### src/rtl/bus_timeout.sv
`default_nettype none
// ============================================================================
// Module   : bus_timeout
// Brief    : Saturating cycle-count watchdog for bus transactions. Optional
//            single-cycle timeout pulse selected by macro TIMEOUT_PULSE_EN.
// Revision : 1.0 - initial release
// ============================================================================
module bus_timeout #(
    parameter int TIMEOUT   = 10,
    parameter int CNT_WIDTH = 16
) (
    input  logic                 clk,
    input  logic                 reset_n,
    input  logic                 clear,
    input  logic                 enable,
    output logic                 timeout,
    output logic [CNT_WIDTH-1:0] count
);

    generate
        if (TIMEOUT < 1) begin : g_bad_timeout
            $error("bus_timeout: TIMEOUT must be at least 1");
        end
        if (CNT_WIDTH < 31) begin : g_width_check
            if (TIMEOUT > ((1 << CNT_WIDTH) - 1)) begin : g_bad_width
                $error("bus_timeout: CNT_WIDTH too narrow for TIMEOUT");
            end
        end
    endgenerate

    localparam logic [CNT_WIDTH-1:0] C_LIMIT = CNT_WIDTH'(TIMEOUT);

    logic [CNT_WIDTH-1:0] r_count;
    logic                 w_at_limit;

    assign w_at_limit = (r_count == C_LIMIT);

    // Saturates at the limit; clear outranks enable.
    always_ff @(posedge clk or negedge reset_n) begin
        if (!reset_n) begin
            r_count <= '0;
        end else if (clear) begin
            r_count <= '0;
        end else if (enable && !w_at_limit) begin
            r_count <= r_count + 1'b1;
        end
    end

    assign count = r_count;

`ifdef TIMEOUT_PULSE_EN
    localparam logic [CNT_WIDTH-1:0] C_LIMIT_M1 = CNT_WIDTH'(TIMEOUT - 1);

    logic r_pulse;

    // Set only on the edge that moves the count onto the limit.
    always_ff @(posedge clk or negedge reset_n) begin
        if (!reset_n) begin
            r_pulse <= 1'b0;
        end else if (clear) begin
            r_pulse <= 1'b0;
        end else begin
            r_pulse <= enable && (r_count == C_LIMIT_M1);
        end
    end

    assign timeout = r_pulse;
`else
    assign timeout = w_at_limit;
`endif

endmodule
`default_nettype wire

### config.mk
export PLATFORM = sky130hd
export DESIGN_NAME = bus_timeout
export DESIGN_NICKNAME = d
export VERILOG_FILES = /design/src/rtl/bus_timeout.sv
export SDC_FILE = /design/constraint.sdc
export NUM_CORES = 1
export LEC_CHECK = 0
export BUFFER_PORTS_ARGS = -buffer_cell sky130_fd_sc_hd__buf_4
export CELL_PAD_IN_SITES_DETAIL_PLACEMENT = 1
export CELL_PAD_IN_SITES_GLOBAL_PLACEMENT = 2
export CORE_ASPECT_RATIO = 0.8
export CORE_UTILIZATION = 31
export DETAILED_ROUTE_END_ITERATION = 6
export GPL_TIMING_DRIVEN = 0
export PLACE_DENSITY_LB_ADDON = 0.2
export SLEW_MARGIN = 0
export SYNTH_ARGS = -nofsm -noshare
export SYNTH_HDL_FRONTEND = slang
export SYNTH_SLANG_ARGS = --single-unit
### constraint.sdc
create_clock -name clk -period 1.55 [get_ports clk]
set_input_delay 0.0775 -clock clk [delete_from_list [all_inputs] [get_ports clk]]
set_output_delay 0.0775 -clock clk [all_outputs]
set_load 0.01 [all_outputs]
Yosys cells after proc, flatten, opt, wreduce, memory -nomap -nowiden
Cells that the tools add are included.
{"block": "totals", "reg_bits": 16, "in_bits": 4, "out_inout_bits": 17, "wordCells": 8}
{"block": "classes", "addsub": 1, "n_eq_ne": 1, "mux": 2, "reduce_logical": 3}
{"op": "$mux W16", "n": 2}
{"op": "$add A16 B1 Y16 const B", "n": 1}
{"op": "$eq A16 B4 Y1 const B", "n": 1}
{"op": "$reduce_bool A2 Y1", "n": 1}
{"op": "$logic_and A1 B1 Y1", "n": 1}
{"op": "$logic_not A1 Y1", "n": 1}

Logic depth before layout (Yosys ltp)
Gate-level depths: netlist of run 1.
{"block": "logic_depth", "word_depth": 5, "depth_mapped": 6, "depth_no_buf": 6}

Worst setup path after synthesis of run 1
No wires, ideal clock.
{"block": "synth_timing", "path_type": "register to register", "startpoint": "register r_count[0] (netlist: count[0])", "endpoint": "register r_count[1] (netlist: count[1])", "setup_ns": 0.094, "t_arrival_ns": 1.389, "required_ns": 1.456, "slack_ns": 0.067, "path_stages_with_launch": 7, "path_buffers": 0, "synth_period_minus_slack_ns": 1.483, "cell_sequence": "dfrtp_1 -> inv_1 -> ha_1 -> nor3b_1 -> a41oi_1 -> nor2_1 -> a211oi_1"}
{"block": "synth_between", "elab_chain_cells": 4, "elab_cells_between_ends": 7, "classes_between": "add/sub: 1; eq/ne: 1; mux: 2; reduce/logical: 3"}
{"item": "from (decl)", "line_no": "33", "rtl": "logic [CNT_WIDTH-1:0] r_count;"}
{"item": "from (signal assigned)", "line_no": "45", "rtl": "r_count <= r_count + 1'b1;"}
{"item": "parallel branches: the longest is 4 deep, another holds $add A16 B1 Y16"}
Parallel ways; which one is timed is not known. The select of a mux whose other input is x is not followed.
A chain may end at the register's enable or synchronous reset.

Worst setup path after layout of run 1
{"block": "layout_timing", "startpoint": "register r_count[0] (netlist: count[0])", "endpoint": "output timeout"}
{"block": "layout_between", "elab_chain_cells": 1}
{"item": "$eq A16 B4 Y1", "line_no": "36", "rtl": "assign w_at_limit = (r_count == C_LIMIT);"}
{"item": "to (decl)", "line_no": "16", "rtl": "output logic timeout,"}
No other way between the ends.

==> results of run 1 <==
[worst max path at each step]
stage / from / end / slack, ns / cells after the start
4_1_cts: count[2] / timeout / -0.03 / 4
3_5_place_dp: count[0] / count[0] / -0.11 / 6
2_1_floorplan: count[0] / count[1] / 0.07 / 6
6_report: count[0] / timeout / -0.03 / 5
3_3_place_gp: count[0] / count[0] / -0.11 / 6
5_1_grt: count[0] / timeout / -0.10 / 5
[critical path, cell delays in order, from the launching register on]
cell and delay, ns:
dfrtp_2 0.43, inv_2 0.05, ha_2 0.15, nor3b_4 0.23, and4_4 0.25, buf_6 0.10
[logic make-up (layout without fill, tap and decap cells)]
| kind of cell | Yosys count | in the layout | share of synthesized area (%) |
|---|---|---|---|
| AND/OR/NAND/NOR | 46 | 46 | 30.54 |
| AO/OA/AOI/OAI | 5 | 5 | 3.905 |
| flip-flops | 16 | 16 | 44.63 |
| multiplexers | 2 | 2 | 2.510 |
| buffers and inverters | 7 | 36 | 3.904 |
| XOR/XNOR | 12 | 12 | 11.72 |
| adder cells (fa/ha/maj) | 2 | 2 | 2.789 |
[power breakdown]
| part | leakage [nW] | internal, mW | switching, mW | total, mW |
|---|---|---|---|---|
| combinational | 0.317 | 0.0370 | 0.0439 | 0.0809 |
| clock | 0.0138 | 0.0902 | 0.122 | 0.212 |
| sequential | 0.207 | 0.424 | 0.00689 | 0.430 |
[cell type report]
class,instances,area [um^2]
inverter,4,15.01
clock buffer,3,22.52
buffer,3,20.02
timing repair buffer,26,201.4
multi-input combinational,67,545.5
sequential,16,411.6
fill,304,1480
tap,38,47.55
[placed cells by master, fill, tap and decap left out, types with 2 or more instances in the layout]
| cell | n |
|---|---|
| buf_4 | 24 |
| nor4_4 | 3 |
| clkbuf_4 | 3 |
| nor2_2 | 2 |
| inv_1 | 3 |
| nand4_1 | 5 |
| nand3_1 | 2 |
| nor3_1 | 3 |
| xnor2_1 | 9 |
| nor2b_1 | 2 |
| dfrtp_2 | 9 |
| nand2_1 | 4 |
| xor2_1 | 3 |
| mux2_1 | 2 |
| buf_6 | 2 |
| nor2_1 | 16 |
| dfrtp_1 | 7 |
[through the flow]
| step | cells | utilization [%] | TNS [ns] | area, um^2 | hold slack (ns) |
|---|---|---|---|---|---|
| 6_report | 157 | 46.06 | -0.02994 | 1264 | 0.09701 |
| 5_1_grt | 157 | 46.06 | -0.2199 | 1264 | 0.09524 |
| 4_1_cts | 153 | 43.37 | -0.03766 | 1190 | 0.08486 |
| 3_5_place_dp | 147 | 39.63 | -0.2350 | 1087 | -0.04578 |
| 3_3_place_gp | 147 | 39.63 | -0.2054 | 1087 | -0.04709 |
| 2_1_floorplan | 90 | - | 0 | 897.1 | -0.2181 |
[layer usage]
metal,track usage (%),part of all wire [%]
met1,22.82,49
met2,24.54,47
met3,4.398,3.4
met4,3.488,0.62
met5,0,0
[what timing repair did]
action,4_1_cts,5_1_grt
buffers inserted,2,4
hold endpoints to repair,16,0
gates cloned,0,0
hold buffers,1,0
pin swaps,2,6
gates resized for setup,14,11
setup endpoints to repair,6,10
==> impl_metrics.yaml, run 1 <==
outcome:
  status: "finished, violations left"
  failed_checks: "setup timing"
timing:
  worst_slew_pin_slew_ns: 0.5249
  finalMaxSlewViolations: 0
  finalWorstSetupSlack_ns: -0.02994
  period_share_pct: 101.9
  hold_viol_final: 0
  rsz0062_at_grt: "yes"
  max_slew_margin_pct: 65.01
  period_minus_slack_ns: 1.580
  max_freq_mhz: 632.9
  setup_viol: 1
  finalClockSkew_ns: 0.004170
detailed_routing:
  drtPass1Iterations: 3
  detail_route.wl_per_cell_um: 14.40
  antenna_left: 0
  drt_iter0_markers: 27
  drcViolationCount: 0
  via_per_inst: 4.860
  vias: 763
  totalWireLength_um: 2261
logic_synthesis:
  synth_nets: 96
  netlist_instances: 90
  yosys.area.top_type_share_pct: 44.63
  synth_area_leader_cell: "dfrtp_1"
  avgSynthCellArea_um2: 9.968
  synth_seq_cells: 16
  synth_edf_count: 0
  synth_most_common_cell: "nor2_1"
  synth-main-ff-cell: "dfrtp_1"
  synth_top_cells_by_area: "dfrtp_1, xnor2_1, nor2_1"
  synth.distinct_cells: 28
  ys_async_sr_fraction_pct: 100.0
  ys_warn_count: 0
  synthTopCellsByCount: "nor2_1, dfrtp_1, xnor2_1"
  synth_area_um2: 897.1
  yosysSeqAreaShare_pct: 44.63
critical_path:
  reg2reg_depth: 6
  critPathRequiredTime_ns: 1.47
  r2r_slack_ns: 0.02
  startpoint_type: "flip-flop"
  cp-end-kind: "output pin"
  r2r_start: "count[0]"
  cp_max_fo: 4
  path_class: "reg2out"
  crit_arrival_ns: 1.50
  r2r-end: "count[14]"
final_layout:
  nets: 127
  drive_above_1_share_pct: 45.38
  largest_reg_flops: 16
  area_delta_synth_final_pct: 40.86
  antenna_cells: 0
floorplan:
  io_pins: 21
  dieArea_um2: 3114
  core_area_um2: 2744
  die_height_um: 50.12
  die_x_um: 62.15
  floorplan.initialDensity_pct: 32.69
  rows: 17
power:
  powerDensity_nw_per_um2: 572.2
  ir_drop_mv: 0.3628
  power.leakage_nw: 0.5384
  power_uw: 723.2
place:
  port_buffers: 19
  globalplace.congestion: 0.7503
  dp_slack_ns: -0.1114
  dp.final_hpwl_um: 1609
min_path:
  hold_end: "count[6]"
  hp-class: "in2reg"
  hold_path_depth: 2
  hp-start: "clear"
grt:
  grt_pass1_vias: 719
  grt_usage_pct: 16.16
  grt_pass1_wl_um: 3739
  grt_overflow: 0
  grt_max_degree: 17
  antenna_found_initial: 0
cts:
  cts.clk_slew.worst_paths_ns: 0.09
  cts_buffer_depth: 2
  cts_buffers: 3
  root_buffer: "clkbuf_4"
  htreeDepth: 1
  insertion_delay_ns: 0.28
  cts_tree: "done"
  cts.sinks: 16
run:
  maxCapViolCount: 0
Note: power is estimated with default switching activity, not from simulation.
==> inputs of run 2 (changes only) <==
Settings changed: CORE_MARGIN set to 4.
==> impl_metrics.yaml, run 2 (synthesis results as in run 1) <==
outcome:
  status: "finished, violations left"
  failed_checks: "setup timing"
place:
  globalplace.congestion: 0.6817
  dp.final_hpwl_um: 1714
  dp.cells: 147
  dp_slack_ns: -0.1159
  port_buffers: 19
power:
  power.leakage_nw: 0.5464
  power_uw: 804.9
  powerDensity_nw_per_um2: 633.2
  ir_drop_mv: 0.3703
detailed_routing:
  antenna_left: 0
  drcViolationCount: 0
  detail_route.wl_per_cell_um: 15.65
  via_per_inst: 4.930
  drtPass1Iterations: 4
  totalWireLength_um: 2472
  vias: 779
  drt_iter0_markers: 27
final_layout:
  utilization_pct: 45.97
  drive_above_1_share_pct: 45.00
  nets: 127
  final_cells: 158
  area_delta_synth_final_pct: 41.70
  final_common_cell: "buf_4"
  final_cell_mix: "buf_4, nor2_1, dfrtp_2"
  antenna_cells: 0
  n_fill_cell: 311
  largest_reg_flops: 16
timing:
  finalMaxSlewViolations: 0
  period_share_pct: 102.5
  period_minus_slack_ns: 1.589
  worst_slew_pin_slew_ns: 0.5247
  max_freq_mhz: 629.4
  hold_viol_final: 0
  finalClockSkew_ns: 0.003269
  finalWorstSetupSlack_ns: -0.03890
  holdWs_ns: 0.08391
  max_slew_margin_pct: 65.02
  rsz0062_at_grt: "yes"
  setup_viol: 1
critical_path:
  startpoint_type: "flip-flop"
  cp-end-kind: "output pin"
  critPathRequiredTime_ns: 1.47
  critPathMaxStageDelay_ns: 0.49
  cp_num_buf_inv: 1
  slowest_stage: "dfrtp_2"
  path_class: "reg2out"
  cp_max_fo: 6
  path_cells: "nor4_4 -> and4_4 -> buf_6"
  critPathTopFamily: "simple AND/OR/NAND/NOR gates"
  crit_arrival_ns: 1.51
floorplan:
  io_pins: 21
  die_x_um: 68.15
  core_area_um2: 2765
  floorplan.initialDensity_pct: 32.44
  rows: 17
  die_height_um: 56.12
  dieArea_um2: 3824
cts:
  cts.sinks: 16
  cts_buffer_depth: 2
  root_buffer: "clkbuf_4"
  htreeDepth: 1
  cts.clk_slew.worst_paths_ns: 0.10
  cts_tree: "done"
  cts_buffers: 3
  insertion_delay_ns: 0.30
grt:
  antenna_found_initial: 0
  grt_pass1_wl_um: 4119
  grt_pass1_vias: 851
  grt_overflow: 0
  grt_max_degree: 17
  grt_usage_pct: 14.58
min_path:
  hp-class: "in2reg"
run:
  maxCapViolCount: 0
[run 2: worst reg2reg max path: cells and delay by family (launching register included)]
kind          cells  cell delay [ns]
buf+inv           1             0.14
fa+ha+maj         1             0.24
simple gates      3             0.29
flops             1             0.44
mux               1             0.31
[run 2: path summary, 6_finish.rpt]
kind                       slack, ns     start  depth (start not counted)         to
max in group asynchronous       1.16   reset_n                          2   count[6]
min in group asynchronous       0.18   reset_n                          2  count[10]
setup / recovery               -0.04  count[6]                          3    timeout
hold / removal                  0.08     clear                          2   count[1]
hold reg to reg                 0.63  count[9]                          2   count[9]
setup reg to reg                0.03  count[0]                          6  count[14]
[run 2: per-layer routing]
metal | track usage [%] | wire length (um) | vias to the layer above
li1 | - | - | 372
met1 | 18.91 | 1180 | 382
met2 | 22.39 | 1134 | 19
met3 | 4.848 | 117 | 6
met4 | 4.816 | 40 | 0
met5 | 0 | 0 | -
[run 2: area by class of cell]
class	instances	area, um^2	area share (%)
plain buffers	3	20.02	1.575
clock buffers	4	36.28	2.854
inverters	4	15.01	1.181
multi-input cells	67	538.0	42.32
flip-flops and latches	16	412.9	32.48
well taps	38	47.55	3.740
repair buffers	26	201.4	15.85
[run 2: per-stage QoR]
stage	area, um^2	TNS, ns
final	1271	-0.03890
after global routing	1271	-0.3510
after CTS	1219	-0.04193
after detailed placement	1087	-0.2141
after global placement	1087	-0.2345
after floorplan	897.1	0
[run 2: repair_timing]
action	4_1_cts	5_1_grt
gates cloned	0	0
pin swaps	2	6
setup buffers	3	3
setup endpoints to repair	7	7
endpoints found under the hold margin	16	0
hold buffers	1	0
gates resized for setup	17	7
[run 2: where the power goes]
part           switching (mW)  total, mW  internal (mW)
combinational          0.0458     0.0846         0.0387
clock                   0.146      0.290          0.143
sequential            0.00701      0.431          0.424
==> inputs of run 3 (changes only) <==
Settings changed: ABC_AREA set to 1, CORE_UTILIZATION 31 to 29, GPL_TIMING_DRIVEN 0 to unset.
==> impl_metrics.yaml, run 3 <==
logic_synthesis:
  synth_most_common_cell: "nand2_1"
  synth_edf_count: 0
  synth-main-ff-cell: "dfrtp_1"
  ys_async_sr_fraction_pct: 100.0
  synth_area_um2: 1072
  avgSynthCellArea_um2: 6.702
  synth_top_cells_by_area: "dfrtp_1, nand2_1, nor2_1"
  yosysSeqAreaShare_pct: 37.34
  synth_area_leader_cell: "dfrtp_1"
  synth_seq_cells: 16
  ys_warn_count: 0
  netlist_instances: 160
  synth_nets: 166
  synth.distinct_cells: 17
  synthTopCellsByCount: "nand2_1, nor2_1, dfrtp_1"
  yosys.area.top_type_share_pct: 37.34
cts:
  cts_buffers: 3
  cts.clk_slew.worst_paths_ns: 0.07
  insertion_delay_ns: 0.25
  root_buffer: "clkbuf_8"
  htreeDepth: 1
  cts_tree: "done"
  cts_buffer_depth: 2
  cts.sinks: 16
detailed_routing:
  drtPass1Iterations: 4
  detail_route.wl_per_cell_um: 16.63
  antenna_left: 0
  vias: 1249
  via_per_inst: 5.016
  drcViolationCount: 0
  totalWireLength_um: 4141
  drt_iter0_markers: 51
final_layout:
  nets: 215
  final_cell_mix: "nand2_1, buf_4, nor2_1"
  drive_above_1_share_pct: 36.71
  antenna_cells: 0
  utilization_pct: 46.15
  area_delta_synth_final_pct: 50.41
  largest_reg_flops: 16
  final_common_cell: "nand2_1"
floorplan:
  rows: 19
  io_pins: 21
  floorplan.initialDensity_pct: 30.68
  core_area_um2: 3495
  die_height_um: 62.39
  die_x_um: 75.99
  dieArea_um2: 4740
critical_path:
  cp_max_fo: 4
  cp_num_buf_inv: 3
  critPathTopFamily: "flip-flops"
  crit_arrival_ns: 1.39
  critPathMaxStageDelay_ns: 0.39
  path_cells: "buf_6 -> inv_4 -> nand4_1 -> nor4_2 -> buf_4"
  path_class: "reg2out"
  startpoint_type: "flip-flop"
  cp-end-kind: "output pin"
  critPathRequiredTime_ns: 1.47
  slowest_stage: "dfrtp_1"
outcome:
  status: "finished clean"
timing:
  setup_viol: 0
  finalWorstSetupSlack_ns: 0.08337
  rsz0062_at_grt: "yes"
  finalMaxSlewViolations: 0
  max_freq_mhz: 681.8
  finalClockSkew_ns: 0.001592
  worst_slew_pin_slew_ns: 0.3780
  period_share_pct: 94.62
  max_slew_margin_pct: 74.77
  hold_viol_final: 0
  period_minus_slack_ns: 1.467
grt:
  grt_pass1_vias: 1316
  grt_pass1_wl_um: 6665
  grt_max_degree: 17
  antenna_found_initial: 0
  grt_overflow: 0
  grt_usage_pct: 17.29
power:
  power_uw: 890.2
  ir_drop_mv: 0.5021
  powerDensity_nw_per_um2: 552.0
  power.leakage_nw: 0.8171
place:
  dp_slack_ns: -0.1205
  port_buffers: 20
  dp.final_hpwl_um: 2868
  globalplace.congestion: 0.8249
min_path:
  hp-class: "in2reg"
run:
  maxCapViolCount: 0
[run 3: cell count changes after synthesis, moves of 7 or more]
cell     before  now
nand2_1       4   59
nor2_1       17   29
nand3_1       3   12
xnor2_1       9    0
inv_1         4   11
nand4_1       5   12
[run 3: power breakdown]
| part | internal, mW | leakage (nW) | switching (mW) |
|---|---|---|---|
| registers | 0.425 | 0.214 | 0.00996 |
| clock network | 0.173 | 0.0216 | 0.155 |
| logic | 0.0489 | 0.582 | 0.0795 |
[run 3: through the flow]
step | area, um^2 | hold WS, ns | TNS [ns] | cells
after floorplan | 1072 | -0.2181 | 0 | 160
final | 1613 | 0.06656 | 0 | 249
after global placement | 1358 | -0.04467 | -1.222 | 233
after detailed placement | 1358 | -0.03965 | -1.504 | 233
after CTS | 1475 | 0.05965 | 0 | 241
after global routing | 1613 | 0.06357 | -0.1922 | 249
[run 3: final cells by class]
class                   instances  area [um^2]
well taps                      42        52.55
flip-flops and latches         16        406.6
repair inverters                1        11.26
fillers                       443         1882
inverters                      13        68.82
clock buffers                   3        41.29
repair buffers                 44        340.3
multi-input cells             130        691.9
[run 3: cells by family after synthesis]
group | after synthesis | synth area share, %
simple gates | 115 | 45.62
flops | 16 | 37.34
fa+ha+maj | 2 | 2.333
compound gates | 5 | 2.800
buf+inv | 15 | 6.184
xor+xnor | 7 | 5.718
[run 3: timing repair]
action	CTS	global route
resized for setup	13	26
pin swaps	4	5
hold buffers	1	0
setup endpoints to repair	16	17
hold endpoints to repair	16	0
cloned	1	1
buffers inserted	3	7
[run 3: routing by layer]
metal / global-route usage [%] / up-vias / wire length, um
met5: 0 / - / 0
met4: 3.333 / 0 / 61
met3: 3.458 / 8 / 132
met2: 28.95 / 26 / 1974
met1: 23.07 / 603 / 1973
li1: - / 612 / -
[run 3: path summary, 6_finish.rpt]
kind	startpoint	end	slack [ns]	cells after the start
min in group asynchronous	reset_n	count[6]	0.23	2
worst max-delay path	count[14]	timeout	0.08	5
max in group asynchronous	reset_n	count[5]	1.11	2
worst min register to register	count[5]	count[5]	0.55	2
worst max register to register	count[0]	count[11]	0.09	10
worst min-delay path	clear	count[9]	0.07	2
